===== config.mk =====
export PLATFORM = sky130hd
export DESIGN_NAME = rca_seq_adder
export DESIGN_NICKNAME = d
export VERILOG_FILES = /design/src/rtl/rca_seq_adder.sv
export SDC_FILE = /design/constraint.sdc
export NUM_CORES = 1
export LEC_CHECK = 0
export BUFFER_PORTS_ARGS = -buffer_cell sky130_fd_sc_hd__buf_2
export CORE_UTILIZATION = 40
export DETAILED_ROUTE_END_ITERATION = 10
export PLACE_DENSITY = 0.74
export SLEW_MARGIN = 20
export SYNTH_ARGS = -nofsm -noshare
export SYNTH_HDL_FRONTEND = slang
export SYNTH_SLANG_ARGS = --single-unit

===== constraint.sdc =====
create_clock -name clk -period 2.2 [get_ports clk]
set_input_delay 0.22 -clock clk [delete_from_list [all_inputs] [get_ports clk]]
set_output_delay 0.22 -clock clk [all_outputs]
set_load 0.01 [all_outputs]

===== src/rtl/rca_seq_adder.sv =====
// Multi-cycle WIDTH-bit adder that reuses one 4-bit ripple-carry slice, LSB nibble first.
// Optional subtract mode is enabled by defining RCA_SEQ_ADDER_SUB_EN.

module rca (
  input  logic [3:0] a,
  input  logic [3:0] b,
  input  logic       cin,
  output logic [3:0] s,
  output logic       cout
);
  logic [4:0] c;

  assign c[0] = cin;

  genvar gi;
  generate
    for (gi = 0; gi < 4; gi++) begin : g_fa
      assign s[gi]   = a[gi] ^ b[gi] ^ c[gi];
      assign c[gi+1] = (a[gi] & b[gi]) | (c[gi] & (a[gi] ^ b[gi]));
    end
  endgenerate

  assign cout = c[4];
endmodule

module rca_seq_adder #(
  parameter int WIDTH = 16
) (
  input  logic             clk,
  input  logic             rst_n,
  input  logic             in_valid,
  output logic             in_ready,
  input  logic [WIDTH-1:0] a,
  input  logic [WIDTH-1:0] b,
  input  logic             cin,
`ifdef RCA_SEQ_ADDER_SUB_EN
  input  logic             sub,
`endif
  output logic             out_valid,
  input  logic             out_ready,
  output logic [WIDTH-1:0] sum,
  output logic             cout,
  output logic             busy
);
  localparam int NIBBLES = WIDTH / 4;
  localparam int CW      = (NIBBLES > 1) ? $clog2(NIBBLES) : 1;

  typedef enum logic [1:0] {IDLE, RUN, DONE} state_t;

  state_t           state_reg, state_next;
  logic [WIDTH-1:0] a_sh_reg, b_sh_reg, sum_reg;
  logic             carry_reg, cout_reg;
  logic [CW-1:0]    count_reg;

  logic [3:0]       nib;
  logic             nib_cout;
  logic             accept, last_nib;
  logic [WIDTH-1:0] b_load, sum_shift;
  logic             carry_load;

  rca u_rca (
    .a    (a_sh_reg[3:0]),
    .b    (b_sh_reg[3:0]),
    .cin  (carry_reg),
    .s    (nib),
    .cout (nib_cout)
  );

  assign accept   = (state_reg == IDLE) && in_valid;
  assign last_nib = (count_reg == CW'(NIBBLES - 1));

`ifdef RCA_SEQ_ADDER_SUB_EN
  // Subtraction as a + ~b + 1; the forced carry replaces cin.
  assign b_load     = sub ? ~b : b;
  assign carry_load = sub ? 1'b1 : cin;
`else
  assign b_load     = b;
  assign carry_load = cin;
`endif

  // Nibbles enter from the top so the LSB nibble ends up at bit 0 after NIBBLES shifts.
  generate
    if (NIBBLES > 1) begin : g_shift_wide
      assign sum_shift = {nib, sum_reg[WIDTH-1:4]};
    end else begin : g_shift_single
      assign sum_shift = nib;
    end
  endgenerate

  always_ff @(posedge clk or negedge rst_n) begin
    if (!rst_n) begin
      state_reg <= IDLE;
    end else begin
      state_reg <= state_next;
    end
  end

  always_comb begin
    state_next = state_reg;
    case (state_reg)
      IDLE:    if (in_valid) state_next = RUN;
      RUN:     if (last_nib) state_next = DONE;
      DONE:    if (out_ready) state_next = IDLE;
      default: state_next = IDLE;
    endcase
  end

  always_comb begin
    in_ready  = (state_reg == IDLE);
    out_valid = (state_reg == DONE);
    busy      = (state_reg != IDLE);
  end

  always_ff @(posedge clk or negedge rst_n) begin
    if (!rst_n) begin
      a_sh_reg  <= '0;
      b_sh_reg  <= '0;
      sum_reg   <= '0;
      carry_reg <= 1'b0;
      cout_reg  <= 1'b0;
      count_reg <= '0;
    end else if (accept) begin
      a_sh_reg  <= a;
      b_sh_reg  <= b_load;
      sum_reg   <= '0;
      carry_reg <= carry_load;
      count_reg <= '0;
    end else if (state_reg == RUN) begin
      a_sh_reg  <= a_sh_reg >> 4;
      b_sh_reg  <= b_sh_reg >> 4;
      sum_reg   <= sum_shift;
      carry_reg <= nib_cout;
      count_reg <= count_reg + 1'b1;
      if (last_nib) begin
        cout_reg <= nib_cout;
      end
    end
  end

  assign sum  = sum_reg;
  assign cout = cout_reg;
endmodule


==> impl_results.html <==
<table>
<tr><th>Metric</th><th>Value</th></tr>
<tr><th colspan="2">Logic synthesis</th></tr>
<tr><td>Cell types with the highest counts after synthesis</td><td>sky130_fd_sc_hd__dfrtp_1, sky130_fd_sc_hd__o22ai_1, sky130_fd_sc_hd__a22o_1, sky130_fd_sc_hd__a21oi_1, sky130_fd_sc_hd__nor2_2</td></tr>
<tr><td>Largest cells by area after synthesis</td><td>sky130_fd_sc_hd__dfrtp_1, sky130_fd_sc_hd__a22o_1, sky130_fd_sc_hd__o22ai_1</td></tr>
<tr><td>Seq/Total Area, Yosys</td><td>0.563</td></tr>
<tr><td>Post-synth EDFFs</td><td>0</td></tr>
<tr><td>Post-synthesis area per instance</td><td>~12 um^2</td></tr>
<tr><td>Synthesized area</td><td>roughly 0.0024 mm^2</td></tr>
<tr><td>Most common flop cell mapped by yosys</td><td>sky130_fd_sc_hd__dfrtp_1</td></tr>
<tr><td>Most instantiated library cell after synthesis</td><td>sky130_fd_sc_hd__dfrtp_1</td></tr>
<tr><td>Most area-hungry cell type in the Yosys netlist</td><td>sky130_fd_sc_hd__dfrtp_1</td></tr>
<tr><td>Cells after Synth</td><td>roughly 200</td></tr>
<tr><td>Distinct cell type count after synthesis</td><td>30</td></tr>
<tr><td>Top cell type's share of synthesized area</td><td>0.563</td></tr>
<tr><td>Number of flip-flops and latches in the synthesized netlist</td><td>54</td></tr>
<tr><td>Syn nets</td><td>approximately 250</td></tr>
<tr><td>Share of flip-flops with an asynchronous set or reset</td><td>1.00</td></tr>
<tr><td>Warning count from the yosys run</td><td>0</td></tr>
<tr><th colspan="2">Setup path</th></tr>
<tr><td>Element type at the critical path start</td><td>flip-flop</td></tr>
<tr><td>Buffers plus inverters on the worst setup path</td><td>3</td></tr>
<tr><td>Required time of the critical path</td><td>2390 ps</td></tr>
<tr><td>Slowest stage cell, crit path</td><td>sky130_fd_sc_hd__fa_1</td></tr>
<tr><td>Cell depth of the worst flop-to-flop path</td><td>8</td></tr>
<tr><td>Cell breakdown of the critical path</td><td>inv_1 &gt; fa_2 &gt; fa_2 &gt; inv_1 &gt; fa_2 &gt; inv_1 &gt; fa_1 &gt; o21ai_1</td></tr>
<tr><td>Worst setup path startpoint</td><td>b_sh_reg[0]</td></tr>
<tr><td>Maximum fanout encountered on the critical timing path</td><td>3</td></tr>
<tr><td>Setup slack of the worst register-to-register path</td><td>~100 ps</td></tr>
<tr><td>Reg-to-reg critical path startpoint</td><td>b_sh_reg[0]</td></tr>
<tr><td>Startpoint-to-endpoint class of the critical path</td><td>reg2reg</td></tr>
<tr><td>Max incr delay on CP</td><td>470 ps</td></tr>
<tr><td>Critical Path Sink Type</td><td>flip-flop</td></tr>
<tr><td>FF-to-FF End</td><td>sum[15]</td></tr>
<tr><td>Data arrival time of the worst path</td><td>around 2300 ps</td></tr>
<tr><td>Cell class contributing the biggest share of worst-path delay</td><td>adder cells</td></tr>
<tr><th colspan="2">Global routing</th></tr>
<tr><td>All-layer global routing usage</td><td>0.174</td></tr>
<tr><td>Met2 Track Usage GR</td><td>0.262</td></tr>
<tr><td>Antenna violations before repair</td><td>0</td></tr>
<tr><td>First-pass GRT wire length</td><td>8.34 mm</td></tr>
<tr><td>Met3 track demand over resource</td><td>0.0354</td></tr>
<tr><td>Layer carrying the most global-route usage</td><td>met2</td></tr>
<tr><td>Via count of the first global-routing pass</td><td>between 1,500 and 2,000</td></tr>
<tr><td>Met1 usage in global routing</td><td>0.247</td></tr>
<tr><td>Total global routing overflow</td><td>0</td></tr>
<tr><td>Largest net degree at the start of global routing</td><td>55</td></tr>
<tr><th colspan="2">Floorplanning</th></tr>
<tr><td>Die area</td><td>0.00631 mm^2</td></tr>
<tr><td>Number of placement rows</td><td>27</td></tr>
<tr><td>Standard cell core area</td><td>0.00564 mm^2</td></tr>
<tr><td>IO Count</td><td>57</td></tr>
<tr><td>Starting density of the core</td><td>0.425</td></tr>
<tr><td>Y dimension of the die</td><td>~79 um</td></tr>
<tr><td>Horizontal die dimension</td><td>a little under 80 um</td></tr>
<tr><th colspan="2">Clocking</th></tr>
<tr><td>Maximum number of buffers from clock root to sink</td><td>2</td></tr>
<tr><td>CTS tree</td><td>built</td></tr>
<tr><td>Number of buffers inserted during clock tree synthesis</td><td>5</td></tr>
<tr><td>Total clock sinks</td><td>54</td></tr>
<tr><td>Deepest level of the CTS H-tree</td><td>2</td></tr>
<tr><td>Clk Latency, worst-skew pair</td><td>just over 300 ps</td></tr>
<tr><td>Root Buffer</td><td>sky130_fd_sc_hd__clkbuf_8</td></tr>
<tr><td>Reg clk slew, reported paths</td><td>90 ps</td></tr>
<tr><th colspan="2">Timing</th></tr>
<tr><td>Final Skew</td><td>8.34 ps</td></tr>
<tr><td>Finish-stage setup viols</td><td>0</td></tr>
<tr><td>Max-slew headroom at the worst pin</td><td>0.673</td></tr>
<tr><td>RSZ-0062 raised after global routing</td><td>no</td></tr>
<tr><td>Min Tclk post-route</td><td>roughly 2100 ps</td></tr>
<tr><td>Pins over their slew limit</td><td>0</td></tr>
<tr><td>Tightest Pin Transition</td><td>489 ps</td></tr>
<tr><td>Post-route clock period utilization</td><td>0.954</td></tr>
<tr><td>Final count of hold timing violations</td><td>0</td></tr>
<tr><td>Timing-limited maximum frequency</td><td>approximately 0.48 GHz</td></tr>
<tr><td>Worst Hold Slack</td><td>72.1 ps</td></tr>
<tr><td>Final setup TNS</td><td>0 ps</td></tr>
<tr><th colspan="2">Final layout</th></tr>
<tr><td># nets final</td><td>300</td></tr>
<tr><td>Area growth from synthesis to layout</td><td>17.6%</td></tr>
<tr><td>Post-layout util</td><td>0.500</td></tr>
<tr><td>Fraction of final layout cells sized beyond drive strength 1</td><td>0.390</td></tr>
<tr><td>Antenna cell count</td><td>0</td></tr>
<tr><td>Cell Count, Final, Fillers Out</td><td>331</td></tr>
<tr><th colspan="2">Placement</th></tr>
<tr><td>Final weighted congestion in routability-driven placement</td><td>0.802</td></tr>
<tr><td>Post-DP HPWL</td><td>3.27 mm</td></tr>
<tr><td>Placed instance count</td><td>319</td></tr>
<tr><td>Count of port buffers added during placement</td><td>56</td></tr>
<tr><th colspan="2">Min path</th></tr>
<tr><td>Count of cells along the worst hold path</td><td>2</td></tr>
<tr><td>Hold path startpoint</td><td>out_ready</td></tr>
<tr><td>Destination of the worst hold path</td><td>state_reg[1]</td></tr>
<tr><td>Hold WC Path Type</td><td>in2reg</td></tr>
<tr><th colspan="2">Run</th></tr>
<tr><td>Number of max-capacitance violations reported</td><td>0</td></tr>
<tr><th colspan="2">Power and ir drop</th></tr>
<tr><td>Worst-case vdd ir drop</td><td>~0.00067 V</td></tr>
<tr><td>Total power per unit cell area</td><td>1540 mW/mm^2</td></tr>
<tr><td>Overall power after layout</td><td>4350 uW</td></tr>
<tr><td>Leakage power of the design</td><td>0.00136 uW</td></tr>
<tr><th colspan="2">Detailed routing</th></tr>
<tr><td>DR vias</td><td>1,779</td></tr>
<tr><td>Average wire per standard cell</td><td>14.9 um</td></tr>
<tr><td>Remaining number of nets flagged by the antenna check after routing</td><td>0</td></tr>
<tr><td>Initial DRT Pass Iterations</td><td>4</td></tr>
<tr><td>DRC violation total after the first TritonRoute iteration</td><td>105</td></tr>
<tr><td>Vias per inst</td><td>5.37</td></tr>
<tr><td>Total detailed-routing wirelength</td><td>a little under 5 mm</td></tr>
<tr><td>Post-route DRC</td><td>0</td></tr>
<tr><th colspan="2">Outcome</th></tr>
<tr><td>Status</td><td>finished, final reports clean</td></tr>
</table>
[final cells by class]
type                            count  area, um^2
Fill cell                         523        2820
Sequential cell                    54        1350
Multi-Input combinational cell    122         896
Timing Repair Buffer               63         348
Tap cell                           72        90.1
Clock buffer                        7        86.3
Inverter                           12        45.0
Clock inverter                      1        5.00
[what timing repair did]
item | in CTS | in global routing
pin swaps | 0 | 0
endpoints found under the setup margin | 1 | 3
hold buffers | 1 | 0
gates resized for setup | 0 | 4
buffers inserted | 1 | 2
endpoints found under the hold margin | 54 | 0
[how the worst max path moves through the flow]
stage	cells after the start	end
CTS	8	sum[15]
global placement	8	sum[15]
global route	8	sum[15]
finish	8	sum[15]
detailed placement	8	sum[15]
floorplan	8	sum[15]
[power by group]
| group | switching [uW] | internal, uW |
|---|---|---|
| registers | 325 | 1460 |
| logic | 1090 | 895 |
| clock network | 323 | 255 |
[cell usage in the layout (no fill, tap or decap), drive strengths merged]
cell and n:
o21ba 1, nor2 19, buf 62, dfrtp 54, or2 1, o22ai 29
nand3b 1, a211oi 1, nand2b 3, o31ai 1, nor3 1, a22oi 3
o21bai 1, clkbuf 7, clkinv 1, dlygate4sd3 1, a21oi 23, inv 12
o21ai 5, fa 4, a22o 22, ha 1, nand2 6
[through the flow]
step | instance area [um^2] | setup slack [ps]
final | 2820 | 100
after global placement | 2690 | 65.0
after CTS | 2800 | 24.5
after floorplan | 2400 | 127
after global routing | 2820 | 5.94
after detailed placement | 2690 | 9.30
[kinds of logic after synthesis]
kind of cell / Yosys count / share of synthesized area
flip-flops: 54 / 0.563
buffers and inverters: 28 / 0.0678
AND/OR/NAND/NOR: 31 / 0.0725
adder cells (fa/ha/maj): 5 / 0.0386
AO/OA/AOI/OAI: 86 / 0.258
[worst register-to-register path, stage by stage (launching register included)]
cell and delay, ps:
sky130_fd_sc_hd__dfrtp_1 380, sky130_fd_sc_hd__inv_1 70, sky130_fd_sc_hd__fa_2 360, sky130_fd_sc_hd__fa_2 340
sky130_fd_sc_hd__inv_1 80, sky130_fd_sc_hd__fa_2 170, sky130_fd_sc_hd__inv_1 50, sky130_fd_sc_hd__fa_1 470
sky130_fd_sc_hd__o21ai_1 70
[per-layer routing]
| layer | part of all wire | vias up |
|---|---|---|
| met5 | 0 | - |
| met4 | 0.016 | 0 |
| met3 | 0.046 | 7 |
| met2 | 0.44 | 53 |
| met1 | 0.50 | 874 |
| li1 | - | 845 |
Power figures use the tool's default switching activity.
